==> config.mk <==
export PLATFORM = sky130hd
export DESIGN_NAME = corr_lut_gen
export DESIGN_NICKNAME = d
export VERILOG_FILES = /design/src/rtl/corr_lut_gen.sv
export SDC_FILE = /design/constraint.sdc
export NUM_CORES = 1
export LEC_CHECK = 0
export ABC_AREA = 0
export ABC_CLOCK_PERIOD_IN_PS = 9700
export CORE_UTILIZATION = 60
export DETAILED_ROUTE_END_ITERATION = 8
export PLACE_DENSITY = 0.8
export REMOVE_ABC_BUFFERS = 1
export SYNTH_ARGS = -nofsm -noshare
export SYNTH_HDL_FRONTEND = slang
export SYNTH_SLANG_ARGS = --single-unit
==> constraint.sdc <==
create_clock -name clk -period 9.7 [get_ports clk]
set_input_delay 1.94 -clock clk [delete_from_list [all_inputs] [get_ports clk]]
set_output_delay 1.94 -clock clk [all_outputs]
set_load 0.02 [all_outputs]
==> src/rtl/corr_lut_gen.sv <==
// Builds an arithmetic-progression correction table from one config beat, then serves lookups.
// Lookup latency 1 cycle; no output backpressure; config is refused (cfg_ready=0) while the table builds.
module corr_lut_gen #(
    parameter int W  = 40,
    parameter int MB = 3
) (
    input  logic          clk,
    input  logic          rst,
    input  logic          cfg_valid,
    output logic          cfg_ready,
    input  logic [W-1:0]  cfg_base,
    input  logic [W-1:0]  cfg_step,
    input  logic          cfg_sub,
    output logic          table_valid,
    input  logic          lk_valid,
    input  logic [MB-1:0] lk_idx,
    output logic          out_valid,
    output logic [W-1:0]  corr_out,
    output logic          lk_miss
);

    localparam int DEPTH = 1 << MB;
    localparam logic [MB-1:0] K_FIRST = MB'(2);
    localparam logic [MB-1:0] K_LAST  = MB'(DEPTH - 1);

    typedef enum logic [1:0] {
        IDLE  = 2'd0,
        BUILD = 2'd1,
        READY = 2'd2
    } state_t;

    state_t         state_q, state_d;
    logic [W-1:0]   acc_q, acc_d;
    logic [W-1:0]   step_q, step_d;
    logic           sub_q, sub_d;
    logic [MB-1:0]  k_q, k_d;
    logic           tv_q, tv_d;
    logic           ov_q, ov_d;
    logic [W-1:0]   corr_q, corr_d;
    logic           miss_q, miss_d;
    logic [W-1:0]   mem_q [DEPTH];

    logic           cfg_acc;
    logic [W-1:0]   nxt;

    always_comb begin
        cfg_ready = (state_q != BUILD);
        cfg_acc   = cfg_valid && cfg_ready;
        nxt       = sub_q ? (acc_q - step_q) : (acc_q + step_q);

        state_d = state_q;
        acc_d   = acc_q;
        step_d  = step_q;
        sub_d   = sub_q;
        k_d     = k_q;
        tv_d    = tv_q;
        ov_d    = 1'b0;
        corr_d  = corr_q;
        miss_d  = 1'b0;

        // Reads see the table as it stood before this edge, so a lookup that
        // coincides with a reconfiguration is served from the old contents.
        if (lk_valid) begin
            if (tv_q) begin
                ov_d   = 1'b1;
                corr_d = mem_q[lk_idx];
            end else begin
                miss_d = 1'b1;
            end
        end

        case (state_q)
            IDLE, READY: begin
                if (cfg_acc) begin
                    acc_d   = cfg_base;
                    step_d  = cfg_step;
                    sub_d   = cfg_sub;
                    k_d     = K_FIRST;
                    tv_d    = 1'b0;
                    state_d = BUILD;
                end
            end
            BUILD: begin
                acc_d = nxt;
                k_d   = k_q + MB'(1);
                if (k_q == K_LAST) begin
                    tv_d    = 1'b1;
                    state_d = READY;
                end
            end
            default: state_d = IDLE;
        endcase
    end

    always_ff @(posedge clk) begin
        if (rst) begin
            state_q <= IDLE;
            acc_q   <= '0;
            step_q  <= '0;
            sub_q   <= 1'b0;
            k_q     <= '0;
            tv_q    <= 1'b0;
            ov_q    <= 1'b0;
            corr_q  <= '0;
            miss_q  <= 1'b0;
        end else begin
            state_q <= state_d;
            acc_q   <= acc_d;
            step_q  <= step_d;
            sub_q   <= sub_d;
            k_q     <= k_d;
            tv_q    <= tv_d;
            ov_q    <= ov_d;
            corr_q  <= corr_d;
            miss_q  <= miss_d;
        end
    end

    always_ff @(posedge clk) begin
        if (rst) begin
            for (int i = 0; i < DEPTH; i++) begin
                mem_q[i] <= '0;
            end
        end else if (cfg_acc) begin
            mem_q[0] <= '0;
            mem_q[1] <= cfg_base;
        end else if (state_q == BUILD) begin
            mem_q[k_q] <= nxt;
        end
    end

    assign table_valid = tv_q;
    assign out_valid   = ov_q;
    assign corr_out    = corr_q;
    assign lk_miss     = miss_q;

endmodule

==> metrics.txt, run 1 <==
Peak Freq=0.196 GHz; Seq/Total Area, Yosys=a little under three fifths; Detail Placement HPWL=37000 um; Leak=around 9 nW; initial DRC count=between 1500 and 2000; M1 GR Usage=about 44%; GRT Overall Usage=~32%; die area=between 30000 and 40000 um^2; met2 GRT Util=about 52%; syn avg cell area=between 10 and 15 um^2; unrepaired setup endpoints after global routing=false; Post-Synthesis Cell Area=about 21000 um^2; Most common cell on crit path=a21oi_1; Core Footprint=around 35000 um^2; Post-synth top flop=edfxtp_1; fin cells=2450; worst slew pin tran=approximately 1.2 ns; Area Growth Syn to Fin=14.0%; Antenna Violating Nets Remaining=0; Num CTS Buffers=44; Worst EP arrival=about 5.4 ns; MaxCap Viol Count=0; cts-stage hold buffer count=0; CP cell instances=or4_1 -> nor4_1 -> and2_1 -> and3_1 -> a21oi_1 -> xnor2_1 -> ha_1 -> a21oi_1 -> o21ai_0 -> nor3_1 -> a21oi_1 -> o31ai_2 -> o21ai_0; synth warn=0; Worst Path Required=about 10 ns; M3 GR Usage=7.18%; final worst slack=approximately 4.6 ns; slowest stage cell, crit path=o31ai_2; Port Buffers=131; min Tclk post-route=~5 ns; FP Rows=just under 70; routed len/inst=~24 um; CTS root buf=clkbuf_16; GP Congestion=around 0.90; vias per cell=6.38; Hold Path Class=register to register; layout cells sized above 1=between 10% and 20%; first-pass GRT wire length=between 80000 and 90000 um; cells after synthesis=~1900; Worst-Skew Late Latency=0.59 ns; final setup violation count=0; period utilization=a little over half; synth unique cells=between 70 and 80; #FFs+latches synth=roughly 450; initial core utilization=61.6%; final-report hold violation count=0; dpl ws=approximately 4.7 ns; Worst slew margin=around 16%; post-CTS resize count=0; kind of critical path=register to register; Die Span X=~190 um; Post-Route Setup TNS=0 ns; startpoint types=register; ANT cells=0; status=completed; # DRC=0; DR vias=approximately 16000; skew final=~0.015 ns; Clock Sinks=roughly 450; CTS H-Tree Depth=2; Setup Buffers After CTS=0; Final Core Density=70.3%; slowest stage delay, CP=roughly 0.84 ns; Ports=between 100 and 150; Post-synth EDFFs=320; Max VDD drop=roughly 130 uV; DRT Pass-1 Iters=5; initial antenna violation count=0; pin count of the biggest net entering global routing=85; final WL=just under 60000 um; vias in the first global route=around 15000; Worst-path clk slew=roughly 0.060 ns; total gr overflow=0; fraction of registers with async set/reset=0%; power density cells=just over 200 nW/um^2; Inst Count DP=~2400; final slew viol count=0; crit end category=register; Die Height=about 190 um; FF-to-FF setup slack=4.59 ns; CTS tree=done; Max clock buf depth=3; most used routing layer=met2; Max FO, Critical Path=13; Final #Nets=between 2000 and 2500
metal layers:
layer | vias up | share of wire [%] | wire, um
met1 | 7547 | 39 | 22500
met3 | 116 | 11 | 6460
met2 | 896 | 47 | 27100
met4 | 0 | 2.9 | 1650
li1 | 7065 | - | -
met5 | - | 0 | 0
synth_stat cells (all sizes together), types with 10 or more instances:
| library cell | instances | area, um^2 |
|---|---|---|
| nor2 | 397 | 1500 |
| edfxtp | 320 | 9610 |
| nand2 | 165 | 619 |
| dfxtp | 129 | 2580 |
| a21oi | 108 | 544 |
| clkbuf | 102 | 383 |
| mux4 | 80 | 1800 |
| o21ai | 74 | 370 |
| xnor2 | 48 | 469 |
| mux2i | 43 | 430 |
| a211oi | 42 | 315 |
| ha | 42 | 526 |
| nor3 | 31 | 165 |
| a22oi | 30 | 225 |
| buf | 27 | 115 |
| a21o | 22 | 165 |
| inv | 22 | 82.6 |
| xor2 | 19 | 174 |
| a221oi | 17 | 149 |
| nor2b | 16 | 100 |
| nand2b | 15 | 93.8 |
| o22ai | 14 | 93.8 |
| nand4 | 13 | 96.3 |
| nand3 | 11 | 55.1 |
| o31ai | 11 | 106 |
| o21a | 10 | 75.1 |
report_power, final:
part	internal [mW]	leakage, nW	switching (mW)	total [mW]
sequential	2.16	4.40	0.0563	2.22
clock	0.953	0.688	0.733	1.69
combinational	0.329	3.90	0.704	1.03
total	3.45	8.99	1.49	4.94
cell families (layout without fill, tap and decap cells):
| family | Yosys count | count (layout) | share of synthesized area (%) |
|---|---|---|---|
| compound gates | 366 | 366 | 11.1 |
| xor+xnor | 67 | 67 | 2.99 |
| fa+ha+maj | 43 | 43 | 2.54 |
| buf+inv | 151 | 259 | 2.70 |
| flops | 449 | 449 | 56.7 |
| mux | 123 | 123 | 10.4 |
| simple gates | 688 | 688 | 13.6 |
worst paths after layout:
kind	startpoint	end	cells after the start
max reg2reg	step_q[7]	mem_q[1][33]	13
min reg2reg	state_q[1]	state_q[1]	2
min	state_q[1]	state_q[1]	2
max	step_q[7]	mem_q[1][33]	13
cell usage in the layout, fill, tap and decap left out, drive strengths merged, types with 3 or more instances in the layout:
cell type      instances
o21ai                 74
or3                    5
nor2                 397
a221oi                17
o211ai                 9
a21oi                108
a22oi                 30
or4                    4
dfxtp                129
nand4                 13
nor2b                 16
o31a                   3
nor4                   6
edfxtp               320
and4                   3
nand2                165
xor2                  19
o31ai                 11
and2                   9
clkinv                12
xnor2                 48
a211oi                42
mux2i                 43
nor3                  31
nand2b                15
a31oi                  6
nand3                 11
mux4                  80
a211o                  4
o21a                  10
buf                   29
and3                   6
a21o                  22
o22ai                 14
clkdlybuf4s50        127
clkinvlp               3
clkbuf                62
inv                   24
ha                    42
worst max-delay path: cells and delay by family (launching register included):
kind	cells	cell delay, ns
AO/OA/AOI/OAI	6	1.95
AND/OR/NAND/NOR	5	1.94
adder cells (fa/ha/maj)	1	0.43
flip-flops	1	0.36
XOR/XNOR	1	0.14
registers in the layout, indices dropped and copies added, names as in the netlist, 2 cells and up:
signal,count
corr_out,40
step_q,40
mem_q,320
acc_q,40
state_q,2
k_q,3
area by class of cell:
| cell class | instances | area (um^2) |
|---|---|---|
| clock buffer | 62 | 1240 |
| timing repair buffer | 156 | 1490 |
| clock inverter | 19 | 176 |
| sequential | 449 | 12200 |
| fill | 2441 | 10400 |
| inverter | 22 | 82.6 |
| tap | 455 | 569 |
| multi-input combinational | 1287 | 8770 |
through the flow:
stage	total power [mW]	instance area (um^2)	hold WS [ns]
after floorplan	2.89	21000	0.431
after global placement	3.23	23100	0.443
after detailed placement	3.26	23100	0.458
after CTS	4.93	24500	0.467
after global routing	5.10	24500	0.481
final	4.94	24500	0.468
Power figures use the tool's default switching activity.
==> inputs of run 2 (changes only) <==
--- a/config.mk
+++ b/config.mk
@@ -6,10 +6,10 @@
 export NUM_CORES = 1
 export LEC_CHECK = 0
 export ABC_AREA = 0
-export ABC_CLOCK_PERIOD_IN_PS = 9700
-export CORE_UTILIZATION = 60
+export ABC_CLOCK_PERIOD_IN_PS = 4450
+export CORE_UTILIZATION = 54
 export DETAILED_ROUTE_END_ITERATION = 8
-export PLACE_DENSITY = 0.8
+export PLACE_DENSITY = 0.76
 export REMOVE_ABC_BUFFERS = 1
 export SYNTH_ARGS = -nofsm -noshare
 export SYNTH_HDL_FRONTEND = slang
==> constraint.sdc (replaced) <==
create_clock -name clk -period 4.45 [get_ports clk]
set_input_delay 0.89 -clock clk [delete_from_list [all_inputs] [get_ports clk]]
set_output_delay 0.89 -clock clk [all_outputs]
set_load 0.02 [all_outputs]
==> run 2 against run 1 <==
Effect of this change: cell area increased by 4.0%; sequential power increased by 120%; combinational power increased by 140%; wire length increased by 3.5%; die area increased by 11%; non-clock buffer count increased by 60.
==> metrics.txt, run 2 (same netlist as run 1, synthesis figures left out) <==
GRT Overall Usage=29.5% (was 32.2%); initial DRC count=1590 (was 1880); Final Core Density=65.5% (was 70.3%); initial core utilization=55.2% (was 61.6%); hold_ws=0.471 ns (was 0.468 ns); most frequent cells in the layout=393 x nor2_1, 320 x edfxtp_1, 162 x nand2_1 (was 394 x nor2_1, 320 x edfxtp_1, 163 x nand2_1); status=completed (unchanged); combinational power share=21.9% (was 20.9%); layout cells sized above 1=14.7% (was 10.5%); final WL=59700 um (was 57700 um); Core Footprint=38900 um^2 (was 34900 um^2); Worst-Skew Late Latency=0.60 ns (was 0.59 ns); Worst Path Required=4.76 ns (was 10.00 ns); crit end category=register (unchanged); kind of critical path=register to register (unchanged); routed len/inst=23.1 um (was 23.6 um); Clock Sinks=449 (unchanged); # DRC=0 (unchanged); Hold Path Class=register to register (unchanged); power density cells=437 nW/um^2 (was 201 nW/um^2); CTS tree=done (unchanged); CTS H-Tree Depth=2 (unchanged); DR vias=15876 (was 15624); period utilization=97.6% (was 52.7%); most common cell after layout, fill and taps aside=nor2_1 (unchanged); sequential share of power=43.4% (was 44.9%); Die Span X=202 um (was 191 um); Die Height=202 um (was 191 um); min Tclk post-route=4.34 ns (was 5.11 ns); total gr overflow=0 (unchanged); Antenna Violating Nets Remaining=0 (unchanged); Leak=9.44 nW (was 8.99 nW); DRT Pass-1 Iters=6 (was 5); final slew viol count=0 (unchanged); startpoint types=register (unchanged); Int Power=7.83 mW (was 3.45 mW); CP cell instances=or4_4 -> nor4_4 -> buf_4 -> a21oi_1 -> xnor2_1 -> ha_1 -> buf_4 -> nand4_1 -> or3_4 -> o211ai_4 -> o31ai_4 -> buf_4 -> buf_4 -> o311ai_4 -> xnor2_2 -> buf_6 -> o21ai_0 (was or4_1 -> nor4_1 -> and2_1 -> and3_1 -> a21oi_1 -> xnor2_1 -> ha_1 -> a21oi_1 -> o21ai_0 -> nor3_1 -> a21oi_1 -> o31ai_2 -> o21ai_0); Area Growth Syn to Fin=18.6% (was 14.0%); unrepaired setup endpoints after global routing=true (was false); first-pass GRT wire length=90500 um (was 87600 um); Net Sw Frac=29.7% (was 30.2%); Max clock buf depth=3 (unchanged); Final #Nets=2154 (was 2091); Max VDD drop=340 uV (was 133 uV); pin count of the biggest net entering global routing=84 (was 85); skew final=0.0280 ns (was 0.0150 ns); MaxCap Viol Count=0 (unchanged); vias in the first global route=15173 (was 15163); Most common cell on crit path=buf_4 (was a21oi_1); Ports=132 (unchanged); Num CTS Buffers=46 (was 44); final setup violation count=0 (unchanged); Detail Placement HPWL=38100 um (was 37000 um); slowest stage cell, crit path=or4_4 (was o31ai_2); FP Rows=72 (was 68); Top reg by flops=mem_q (unchanged); final-report hold violation count=0 (unchanged); die area=40600 um^2 (was 36600 um^2); CTS root buf=clkbuf_16 (unchanged); vias per cell=6.15 (was 6.38); initial antenna violation count=1 (was 0); Net Sw Power=3.31 mW (was 1.49 mW); worst slew pin tran=1.19 ns (was 1.25 ns); Worst EP arrival=4.66 ns (was 5.41 ns); Max FO, Critical Path=9 (was 13); Worst-path clk slew=0.06 ns (about the same); Port Buffers=131 (unchanged); Post-Route Setup TNS=0 ns (unchanged); Worst slew margin=20.5% (was 16.4%); slowest stage delay, CP=0.58 ns (was 0.84 ns); clock group share of total power=34.7% (was 34.1%); GP Congestion=0.962 (was 0.904); Peak Freq=0.230 GHz (was 0.196 GHz); max FFs per register=320 (unchanged)
run 2: layout make-up:
class | instances | area (um^2)
fill | 2975 | 13400
sequential | 449 | 12200
clock inverter | 18 | 179
timing repair buffer | 216 | 2000
antenna | 1 | 2.50
inverter | 22 | 82.6
tap | 518 | 648
clock buffer | 68 | 1340
multi-input combinational | 1288 | 9050
run 2: layer usage:
| metal | GRT usage, % | part of all wire, % | vias to the layer above |
|---|---|---|---|
| met2 | 45.8 | 46 | 835 |
| met5 | 0 | 0 | - |
| met4 | 9.66 | 2.8 | 0 |
| met1 | 42.1 | 41 | 7728 |
| met3 | 5.33 | 10 | 117 |
| li1 | - | - | 7196 |
run 2: stage by stage:
stage / std cells / worst slack, ns / power (mW) / instance area, um^2
after floorplan: 1758 / -1.38 / 6.30 / 21000
after global placement: 2474 / 0.0534 / 7.11 / 23500
after detailed placement: 2474 / -0.0318 / 7.17 / 23500
after CTS: 2560 / 0.00297 / 11.0 / 25100
after global routing: 2579 / -0.0936 / 11.5 / 25500
final: 2580 / 0.105 / 11.1 / 25500
run 2: timing repair:
item,in CTS,in global routing
resized for setup,6,46
endpoints found under the setup margin,19,139
buffers inserted,0,18
pin swaps,1,16
hold buffers,0,0
cloned,0,1
run 2: worst paths after layout:
kind	from	endpoint	slack, ns	cells after the start
setup / recovery	step_q[2]	mem_q[1][31]	0.11	17
hold / removal	state_q[1]	state_q[1]	0.47	2
setup reg to reg	step_q[2]	mem_q[1][31]	0.11	17
hold reg to reg	state_q[1]	state_q[1]	0.47	2
run 2: power groups by stage:
stage          registers, mW  clock network, mW  logic [mW]
2_1_floorplan           4.88                  0        1.42
3_3_place_gp            4.91                  0        2.20
3_5_place_dp            4.92                  0        2.25
4_1_cts                 4.84               3.90        2.27
5_1_grt                 4.86               4.08        2.61
6_report                4.84               3.86        2.44
run 2: worst max-delay path, delay by kind of cell (launching register included):
| kind | cells | cell delay, ns |
|---|---|---|
| AO/OA/AOI/OAI | 5 | 0.77 |
| buffers and inverters | 5 | 0.78 |
| AND/OR/NAND/NOR | 4 | 1.54 |
| adder cells (fa/ha/maj) | 1 | 0.30 |
| flip-flops | 1 | 0.34 |
| XOR/XNOR | 2 | 0.32 |
==> inputs of run 3 (changes only) <==
--- a/config.mk
+++ b/config.mk
@@ -9,6 +9,8 @@
 export ABC_CLOCK_PERIOD_IN_PS = 4450
 export CORE_UTILIZATION = 54
 export DETAILED_ROUTE_END_ITERATION = 8
+export HOLD_SLACK_MARGIN = 0.15
+export MAX_ROUTING_LAYER = met4
 export PLACE_DENSITY = 0.76
 export REMOVE_ABC_BUFFERS = 1
 export SYNTH_ARGS = -nofsm -noshare
==> run 3 against run 2 <==
Effect of this change: wire length up 1.1%; maximum frequency grew 1.2%; sequential power barely moved; sequential cell count did not move; register-to-register slack better by 0.05 ns; critical path type unchanged; largest power group unchanged.
==> metrics.txt, run 3 (same netlist as run 1, synthesis figures left out) <==
slowest stage delay, CP=0.59 ns (was 0.58 ns); Worst EP arrival=4.60 ns (was 4.66 ns); MaxCap Viol Count=0 (unchanged); Worst Path Required=4.76 ns (about the same); Leak=9.41 nW (was 9.44 nW); pin count of the biggest net entering global routing=82 (was 84); ANT cells=0 (was 1); sequential share of power=43.8% (was 43.4%); Worst-path clk slew=0.07 ns (was 0.06 ns); die area=40600 um^2 (unchanged); Port Buffers=131 (unchanged); GP Congestion=0.973 (was 0.962); unrepaired setup endpoints after global routing=true (unchanged); kind of critical path=register to register (unchanged); routed len/inst=23.3 um (was 23.1 um); combinational power share=22.0% (was 21.9%); skew final=0.0236 ns (was 0.0280 ns); DR vias=15977 (was 15876); Net Sw Power=3.30 mW (was 3.31 mW); DRT Pass-1 Iters=5 (was 6); Die Span X=202 um (unchanged); fin cells=2585 (was 2580); most common cell after layout, fill and taps aside=nor2_1 (unchanged); vias per cell=6.18 (was 6.15); Ports=132 (unchanged); worst slew pin tran=1.33 ns (was 1.19 ns); startpoint types=register (unchanged); layout cells sized above 1=14.7% (about the same); crit end category=register (unchanged); final worst slack=0.158 ns (was 0.105 ns); CP cell instances=or4_4 -> nor4_4 -> buf_4 -> nand4_4 -> o21ai_1 -> xor2_1 -> ha_1 -> a21o_1 -> a21o_1 -> a21o_1 -> a221o_1 -> buf_4 -> a31oi_4 -> xor2_4 -> o21ai_0 (was or4_4 -> nor4_4 -> buf_4 -> a21oi_1 -> xnor2_1 -> ha_1 -> buf_4 -> nand4_1 -> or3_4 -> o211ai_4 -> o31ai_4 -> buf_4 -> buf_4 -> o311ai_4 -> xnor2_2 -> buf_6 -> o21ai_0); Net Sw Frac=29.9% (was 29.7%); # DRC=0 (unchanged); final setup violation count=0 (unchanged); first-pass GRT wire length=92300 um (was 90500 um); dpl ws=0.0836 ns (was -0.0318 ns); Inst Count DP=2499 (was 2474); Max clock buf depth=3 (unchanged); R2R depth=15 (was 17); Peak Freq=0.233 GHz (was 0.230 GHz); min Tclk post-route=4.29 ns (was 4.34 ns); initial core utilization=55.2% (unchanged); status=completed (unchanged); Max FO, Critical Path=9 (unchanged); CTS tree=done (unchanged); CTS root buf=clkbuf_16 (unchanged); Final #Nets=2161 (was 2154); Die Height=202 um (unchanged); final WL=60300 um (was 59700 um); GRT Overall Usage=31.1% (was 29.5%); final-report hold violation count=0 (unchanged); initial antenna violation count=0 (was 1); Int Power=7.74 mW (was 7.83 mW); hold_ws=0.460 ns (was 0.471 ns); Clock Sinks=449 (unchanged); Top reg by flops=mem_q (unchanged); Hold Path Stages=2 (unchanged); initial DRC count=1360 (was 1590); Antenna Violating Nets Remaining=0 (unchanged); power density cells=436 nW/um^2 (was 437 nW/um^2); FP Rows=72 (unchanged); Core Footprint=38900 um^2 (unchanged); Num CTS Buffers=46 (unchanged); Most common cell on crit path=a21o_1 (was buf_4); Hold Path Class=register to register (unchanged); FF-to-FF setup slack=0.16 ns (was 0.11 ns); Max VDD drop=255 uV (was 340 uV); most frequent cells in the layout=394 x nor2_1, 320 x edfxtp_1, 163 x nand2_1 (was 393 x nor2_1, 320 x edfxtp_1, 162 x nand2_1); Worst-Skew Late Latency=0.59 ns (was 0.60 ns); Detail Placement HPWL=39200 um (was 38100 um); slowest stage cell, crit path=or4_4 (unchanged); clock group share of total power=34.2% (was 34.7%); max FFs per register=320 (unchanged); final slew viol count=0 (unchanged); Area Growth Syn to Fin=17.9% (was 18.6%); Worst slew margin=10.9% (was 20.5%); vias in the first global route=15561 (was 15173); CTS H-Tree Depth=2 (unchanged); total gr overflow=0 (unchanged); period utilization=96.4% (was 97.6%); Fillers=2949 (was 2975)
==> run 3: routing by layer <==
layer,vias to the layer above,part of all wire (%),track usage [%]
met4,0,3.0,9.39
met5,-,0,-
met2,843,46,47.4
li1,7200,-,-
met3,147,9.1,5.00
met1,7787,42,43.0
==> run 3: layout make-up <==
cell class / instances / area [um^2] / share of cell area, %
Clock buffer: 63 / 1260 / 4.99
Tap cell: 518 / 648 / 2.56
Clock inverter: 22 / 191 / 0.755
Multi-Input combinational cell: 1287 / 8930 / 35.2
Sequential cell: 449 / 12200 / 48.1
Inverter: 22 / 82.6 / 0.326
Timing Repair Buffer: 224 / 2040 / 8.04
==> run 3: final timing paths <==
check	start	to
max reg2reg	step_q[2]	mem_q[1][34]
min	state_q[1]	state_q[1]
min reg2reg	state_q[1]	state_q[1]
max	step_q[2]	mem_q[1][34]
==> run 3: repair_timing <==
action,in CTS,in global routing
endpoints found under the setup margin,0,109
resized for setup,0,30
setup buffers,0,1
hold buffers,0,0
==> run 3: critical path, delay by kind of cell (launching register included) <==
| kind | cells | cell delay [ns] |
|---|---|---|
| fa+ha+maj | 1 | 0.26 |
| simple gates | 3 | 1.04 |
| flops | 1 | 0.34 |
| xor+xnor | 2 | 0.45 |
| compound gates | 7 | 1.55 |
| buf+inv | 2 | 0.35 |
==> run 3: power by group through the flow <==
stage / sequential (mW) / combinational [mW] / clock, mW
after floorplan: 4.88 / 1.42 / 0
after global placement: 4.91 / 2.31 / 0
after detailed placement: 4.92 / 2.34 / 0
after CTS: 4.84 / 2.35 / 3.80
after global routing: 4.86 / 2.61 / 3.96
final: 4.84 / 2.43 / 3.78
==> run 3: stage by stage <==
step / utilization [%] / power, mW / instance area (um^2) / TNS [ns]
after global placement: 60.9 / 7.21 / 23700 / 0
after floorplan: - / 6.30 / 21000 / -54.99
after detailed placement: 60.9 / 7.26 / 23700 / 0
after global routing: 65.1 / 11.4 / 25300 / -0.0693
after CTS: 64.7 / 11.0 / 25200 / 0
final: 65.1 / 11.0 / 25300 / 0
